==> src/rtl/uart_pkg.sv <==
// Shared types and helpers for the uart frame receive path.
//   frame_state_e : deframer state encoding
//   SOF_DEFAULT   : default start-of-frame marker
//   chk8()        : running 8-bit modulo-256 checksum step
package uart_pkg;

    typedef enum logic [2:0] {
        IDLE,
        LEN,
        PAYLOAD,
        CHK,
        DRAIN
    } frame_state_e;

    localparam logic [7:0] SOF_DEFAULT = 8'hA5;

    // Add one byte into the running modulo-256 sum.
    function automatic logic [7:0] chk8(input logic [7:0] sum, input logic [7:0] data);
        return 8'(sum + data);
    endfunction

endpackage

==> src/rtl/uart_frame_buf.sv <==
// Payload holding buffer: DEPTH x 8 register array, one synchronous write
// port and one asynchronous read port. Contents are not reset.
//   clk   in   clock
//   we    in   write enable
//   waddr in   write address
//   wdata in   write data
//   raddr in   read address
//   rdata out  read data (combinational from raddr)
module uart_frame_buf #(
    parameter int unsigned DEPTH = 32,
    parameter int unsigned AW    = 5
) (
    input  logic          clk,
    input  logic          we,
    input  logic [AW-1:0] waddr,
    input  logic [7:0]    wdata,
    input  logic [AW-1:0] raddr,
    output logic [7:0]    rdata
);

    logic [7:0] mem [DEPTH];

    // Write port.
    always_ff @(posedge clk) begin
        if (we) begin
            mem[waddr] <= wdata;
        end
    end

    // Read port.
    assign rdata = mem[raddr];

endmodule

==> src/rtl/uart_frame_rx.sv <==
// Packet deframer on the receive side of the uart_core byte interface.
// Finds [SOF][LEN][payload][CHK] frames, buffers the payload until the
// checksum verifies, then streams it out with valid/ready/last.
//   clk, rst                 clock, synchronous active-high reset
//   in_data/in_valid/in_ready byte input (in_ready low only while draining)
//   out_data/out_valid/out_last/out_ready  payload stream
//   frame_ok                 pulse: good frame committed
//   err_chk/err_len/err_timeout/err_overrun  pulses: frame or byte dropped
module uart_frame_rx
    import uart_pkg::*;
#(
    parameter int unsigned MAX_LEN        = 32,
    parameter logic [7:0]  SOF            = SOF_DEFAULT,
    parameter int unsigned TIMEOUT_CYCLES = 50000
) (
    input  logic       clk,
    input  logic       rst,
    input  logic [7:0] in_data,
    input  logic       in_valid,
    output logic       in_ready,
    output logic [7:0] out_data,
    output logic       out_valid,
    output logic       out_last,
    input  logic       out_ready,
    output logic       frame_ok,
    output logic       err_chk,
    output logic       err_len,
    output logic       err_timeout,
    output logic       err_overrun
);

    localparam int unsigned IDX_W = (MAX_LEN > 1) ? $clog2(MAX_LEN) : 1;
    localparam int unsigned TMO_W = (TIMEOUT_CYCLES > 1) ? $clog2(TIMEOUT_CYCLES) : 1;
    localparam logic [7:0]  MAX_LEN_B  = 8'(MAX_LEN);
    localparam logic [TMO_W-1:0] TMO_LAST = TMO_W'(TIMEOUT_CYCLES - 1);

    frame_state_e     state, state_nxt;
    logic [7:0]       len, len_nxt;
    logic [7:0]       sum, sum_nxt;
    logic [IDX_W-1:0] wr_idx, wr_idx_nxt;
    logic [IDX_W-1:0] rd_idx, rd_idx_nxt;
    logic [TMO_W-1:0] tmo_cnt, tmo_cnt_nxt;

    logic             in_ready_nxt;
    logic [7:0]       out_data_nxt;
    logic             out_valid_nxt, out_last_nxt;
    logic             frame_ok_nxt, err_chk_nxt, err_len_nxt, err_timeout_nxt, err_overrun_nxt;

    logic             buf_we;
    logic [IDX_W-1:0] rd_addr;
    logic [7:0]       rd_data;

    logic             accept;
    logic             tmo_hit;
    logic [IDX_W-1:0] rd_idx_inc;

    uart_frame_buf #(
        .DEPTH (MAX_LEN),
        .AW    (IDX_W)
    ) u_buf (
        .clk   (clk),
        .we    (buf_we),
        .waddr (wr_idx),
        .wdata (in_data),
        .raddr (rd_addr),
        .rdata (rd_data)
    );

    assign accept     = in_valid && in_ready;
    assign tmo_hit    = (TIMEOUT_CYCLES != 0) && (tmo_cnt == TMO_LAST);
    assign rd_idx_inc = rd_idx + IDX_W'(1);

    // State and registered outputs.
    always_ff @(posedge clk) begin
        if (rst) begin
            state       <= IDLE;
            len         <= '0;
            sum         <= '0;
            wr_idx      <= '0;
            rd_idx      <= '0;
            tmo_cnt     <= '0;
            in_ready    <= 1'b1;
            out_data    <= '0;
            out_valid   <= 1'b0;
            out_last    <= 1'b0;
            frame_ok    <= 1'b0;
            err_chk     <= 1'b0;
            err_len     <= 1'b0;
            err_timeout <= 1'b0;
            err_overrun <= 1'b0;
        end else begin
            state       <= state_nxt;
            len         <= len_nxt;
            sum         <= sum_nxt;
            wr_idx      <= wr_idx_nxt;
            rd_idx      <= rd_idx_nxt;
            tmo_cnt     <= tmo_cnt_nxt;
            in_ready    <= in_ready_nxt;
            out_data    <= out_data_nxt;
            out_valid   <= out_valid_nxt;
            out_last    <= out_last_nxt;
            frame_ok    <= frame_ok_nxt;
            err_chk     <= err_chk_nxt;
            err_len     <= err_len_nxt;
            err_timeout <= err_timeout_nxt;
            err_overrun <= err_overrun_nxt;
        end
    end

    // Next-state and next-output logic.
    always_comb begin
        state_nxt       = state;
        len_nxt         = len;
        sum_nxt         = sum;
        wr_idx_nxt      = wr_idx;
        rd_idx_nxt      = rd_idx;
        tmo_cnt_nxt     = '0;
        out_data_nxt    = out_data;
        out_valid_nxt   = out_valid;
        out_last_nxt    = out_last;
        frame_ok_nxt    = 1'b0;
        err_chk_nxt     = 1'b0;
        err_len_nxt     = 1'b0;
        err_timeout_nxt = 1'b0;
        err_overrun_nxt = 1'b0;
        buf_we          = 1'b0;
        rd_addr         = rd_idx;

        // Inter-byte timeout inside a frame; an arriving byte always wins.
        if (state == LEN || state == PAYLOAD || state == CHK) begin
            if (!accept) begin
                if (tmo_hit) begin
                    err_timeout_nxt = 1'b1;
                    state_nxt       = IDLE;
                end else begin
                    tmo_cnt_nxt = tmo_cnt + TMO_W'(1);
                end
            end
        end

        case (state)
            IDLE: begin
                if (accept && in_data == SOF) begin
                    state_nxt = LEN;
                end
            end

            LEN: begin
                if (accept) begin
                    len_nxt    = in_data;
                    sum_nxt    = in_data;
                    wr_idx_nxt = '0;
                    if (in_data != 8'd0 && in_data <= MAX_LEN_B) begin
                        state_nxt = PAYLOAD;
                    end else begin
                        err_len_nxt = 1'b1;
                        state_nxt   = IDLE;
                    end
                end
            end

            PAYLOAD: begin
                if (accept) begin
                    buf_we  = 1'b1;
                    sum_nxt = chk8(sum, in_data);
                    if (8'(wr_idx) == len - 8'd1) begin
                        state_nxt = CHK;
                    end else begin
                        wr_idx_nxt = wr_idx + IDX_W'(1);
                    end
                end
            end

            CHK: begin
                if (accept) begin
                    if (chk8(sum, in_data) == 8'd0) begin
                        // Preload the first beat so out_valid rises next cycle.
                        frame_ok_nxt  = 1'b1;
                        state_nxt     = DRAIN;
                        rd_idx_nxt    = '0;
                        rd_addr       = '0;
                        out_data_nxt  = rd_data;
                        out_valid_nxt = 1'b1;
                        out_last_nxt  = (len == 8'd1);
                    end else begin
                        err_chk_nxt = 1'b1;
                        state_nxt   = IDLE;
                    end
                end
            end

            DRAIN: begin
                if (in_valid) begin
                    err_overrun_nxt = 1'b1;
                end
                if (out_ready) begin
                    if (out_last) begin
                        state_nxt     = IDLE;
                        out_valid_nxt = 1'b0;
                        out_last_nxt  = 1'b0;
                    end else begin
                        rd_idx_nxt    = rd_idx_inc;
                        rd_addr       = rd_idx_inc;
                        out_data_nxt  = rd_data;
                        out_last_nxt  = (8'(rd_idx_inc) == len - 8'd1);
                    end
                end
            end

            default: begin
                state_nxt = IDLE;
            end
        endcase

        in_ready_nxt = (state_nxt != DRAIN);
    end

endmodule
==> config.mk <==
export PLATFORM = sky130hd
export DESIGN_NAME = uart_frame_rx
export DESIGN_NICKNAME = d
export VERILOG_FILES = /design/src/rtl/uart_pkg.sv /design/src/rtl/uart_frame_buf.sv /design/src/rtl/uart_frame_rx.sv
export SDC_FILE = /design/constraint.sdc
export NUM_CORES = 1
export LEC_CHECK = 0
export ABC_CLOCK_PERIOD_IN_PS = 5100
export BUFFER_PORTS_ARGS = -buffer_cell sky130_fd_sc_hd__buf_2
export CAP_MARGIN = 10
export CORE_ASPECT_RATIO = 1.4
export CORE_MARGIN = 2
export CORE_UTILIZATION = 60
export DETAILED_ROUTE_END_ITERATION = 6
export PLACE_DENSITY = 0.81
export SYNTH_ARGS = -nofsm -noshare
export SYNTH_HDL_FRONTEND = slang
export SYNTH_SLANG_ARGS = --single-unit
==> constraint.sdc <==
create_clock -name clk -period 5.1 [get_ports clk]
set_input_delay 0.255 -clock clk [delete_from_list [all_inputs] [get_ports clk]]
set_output_delay 0.255 -clock clk [all_outputs]
set_load 0.005 [all_outputs]
==> results_dict.tcl <==
set metrics [dict create \
    timing.final.crit_share_pct 83.3 \
    syn_area_mm2 0.0135 \
    num_rows 64 \
    fmax_mhz 235 \
    ctsHtreeMaxLevel 1 \
    cts.repair.resized 0 \
    fin_nets 1061 \
    maxCapViolCount 0 \
    yosys.area_share.xor_xnor_pct 2.57 \
    path_clk_slew_ns 0.07 \
    syn2layout_area_growth_pct 10.3 \
    synth_compound_area_share_pct 8.01 \
    antennaDiodeCount 0 \
    postCtsSetupBuffers 0 \
    viasPerCell 6.36 \
    start_util_pct 61.5 \
    ys.flop_type "edfxtp_1" \
    ys_seq_area_share_pct 66.1 \
    avgSynthCellArea_um2 13.4 \
    final_area_mm2 0.0149 \
    grt_pass1_wl_um 47300 \
    drc_errors 0 \
    yosysWarnings 0 \
    status "complete, no violations" \
    stdcell_count 1352 \
    finalSetupViolCount 0 \
    antenna_found_initial 0 \
    grt_pass1_vias 8463 \
    ir_worst_vdd_v 0.000287 \
    powerDensity_mw_per_mm2 334 \
    cp_max_fo 13 \
    endpoint_kind "register" \
    dpl_cell_area_mm2 0.0139 \
    ant_nets 0 \
    skew_ns 0.0231 \
    cts_buffers 28 \
    io_buffers 27 \
    synth-simple-area-share_pct 13.1 \
    cts_root_buf "clkbuf_16" \
    grt_use_total_pct 26.4 \
    async_flop_share_pct 0 \
    synthCells 1009 \
    whs_ns 0.0608 \
    drt_first_iter_violations 1064 \
    tns_ns 0 \
    synth_top_family_by_area "simple AND/OR/NAND/NOR gates" \
    drive_above_1_share_pct 12.9 \
    ys_ff_latch 317 \
    synthAdderAreaFrac_pct 1.54 \
    clock_path_buffers 3 \
    cts.sinks 317 \
    vias 8601 \
    holdBufCountCts 1 \
    gp_congestion 0.905 \
    synth_edf_count 256 \
    final-max-slew-violation-count 0 \
    pin_count 28 \
    critPathArrivalTime_ns 4.74 \
    clk_latency_ns 0.56 \
    period_needed_ns 4.25 \
    wl_per_cell_um 22.6 \
    dr.pass1.iters 5 \
    worst_pin_slew_ns 1.11 \
    rsz0062_at_grt "false" \
    power.leakage_uw 0.00488 \
    syn_nets 1037 \
    grt_remaining_overflow 0 \
    crit_type "register to register" \
    die_area_mm2 0.0237 \
    post-route-util_pct 67.8 \
    dp.cells 1299 \
    routed_wl_um 30500 \
    die_h_um 181 \
    startpoint_type "register" \
    hold_class "input pin to register" \
    core_mm2 0.0219 \
    ys_types 73 \
    hold_violations 0 \
    tritoncts "done" \
    required_ns 5.59 \
    dieWidth_um 131 \
    slew_headroom_pct 25.8 \
    grt_max_degree 78 \
    synthMuxAreaShare_pct 6.70 \
    dp_hpwl_um 19200 \
]
-- per-layer routing --
metal	vias to the layer above	part of all wire, %	GRT usage, %
met3	107	6.3	3.54
met1	4228	38	34.0
met4	0	5.0	12.0
met5	-	0	0
met2	409	50	44.6
li1	3857	-	-
-- power breakdown --
part	switching [uW]	internal (uW)	leakage [uW]
Combinational	61.1	16.3	0.00165
Clock	947	1150	0.000438
Sequential	0.0945	2790	0.00279
Total	1010	3960	0.00488
-- cells in the mapped netlist (all sizes together), types with 4 or more instances --
library cell / count / area, um2
and2: 14 / 87.6
nor3: 14 / 70.1
nand2b: 5 / 31.3
a21oi: 42 / 221
o31ai: 7 / 52.6
inv: 14 / 52.6
a32oi: 7 / 61.3
o211ai: 5 / 37.5
nand2: 128 / 480
nor2: 115 / 432
buf: 18 / 108
clkbuf: 30 / 113
nand3b: 5 / 37.5
and3: 20 / 125
edfxtp: 256 / 7690
dfxtp: 61 / 1220
a211oi: 6 / 50.1
o2111ai: 7 / 61.3
mux2i: 16 / 160
o21ai: 19 / 103
a311o: 14 / 140
mux4: 32 / 721
a31oi: 13 / 81.3
xor2: 17 / 149
xnor2: 20 / 175
nand4: 9 / 56.3
or2: 9 / 58.8
nor2b: 4 / 25.0
ha: 15 / 188
o22a: 7 / 61.3
o22ai: 8 / 50.1
nand3: 24 / 120
-- critical path, stage by stage (launching register included) --
cell,delay (ns)
dfxtp_1,0.32
ha_1,0.22
fa_1,0.41
a211oi_1,0.35
or2_1,0.19
o311ai_1,0.13
or4b_4,0.60
or2_4,0.34
a21oi_1,0.83
a21oi_1,0.19
nor4b_2,0.41
a22o_1,0.20
-- sequential cells by signal (all words and copies together) (netlist names), 3 cells and up --
| register | count |
|---|---|
| wr_idx | 5 |
| sum | 8 |
| state | 3 |
| rd_idx | 5 |
| len | 8 |
| u_buf.mem | 256 |
| out_data | 8 |
| tmo_cnt | 16 |
-- cells by family (layout without fill, tap and decap cells) --
| group | after synthesis | count (layout) |
|---|---|---|
| DFF | 317 | 317 |
| adders and majority gates | 16 | 16 |
| muxes | 50 | 50 |
| AOI/OAI and AO/OA | 153 | 153 |
| and+or+nand+nor | 373 | 373 |
| buffers and inverters | 62 | 108 |
| xor gates and xnor gates | 38 | 38 |
-- cells in the final DEF (no fill, tap or decap), types with 17 or more instances in the layout --
master	netlist	layout
a21oi_1	41	41
clkbuf_16	0	29
xnor2_1	20	20
nor2_1	115	115
mux4_2	32	32
xor2_1	17	17
dfxtp_1	61	61
buf_2	8	28
nand3_1	24	24
nand2_1	128	128
and3_1	20	20
edfxtp_1	256	256
-- final timing paths --
kind / startpoint / to / slack [ns] / cells past startpoint
setup / recovery: sum[0] / out_data[6] / 0.85 / 11
hold / removal: out_ready / state[2] / 0.06 / 4
setup reg to reg: sum[0] / out_data[6] / 0.85 / 11
hold reg to reg: tmo_cnt[0] / tmo_cnt[0] / 0.47 / 1
-- metrics by stage --
step | worst slack (ns) | power (uW)
2_1_floorplan | 1.54 | 2870
3_3_place_gp | 0.725 | 2920
3_5_place_dp | 0.540 | 2920
4_1_cts | 0.908 | 4980
5_1_grt | 0.663 | 5080
6_report | 0.852 | 4970
-- layout make-up --
class                   count  area [um2]
clock buffers              32         737
clock inverters            20         181
fillers                  1537        7080
inverters                  14        52.6
multi-input cells         630        4320
flip-flops and latches    317        8910
well taps                 297         372
repair buffers             42         298
(Power assumes the default switching activity.)
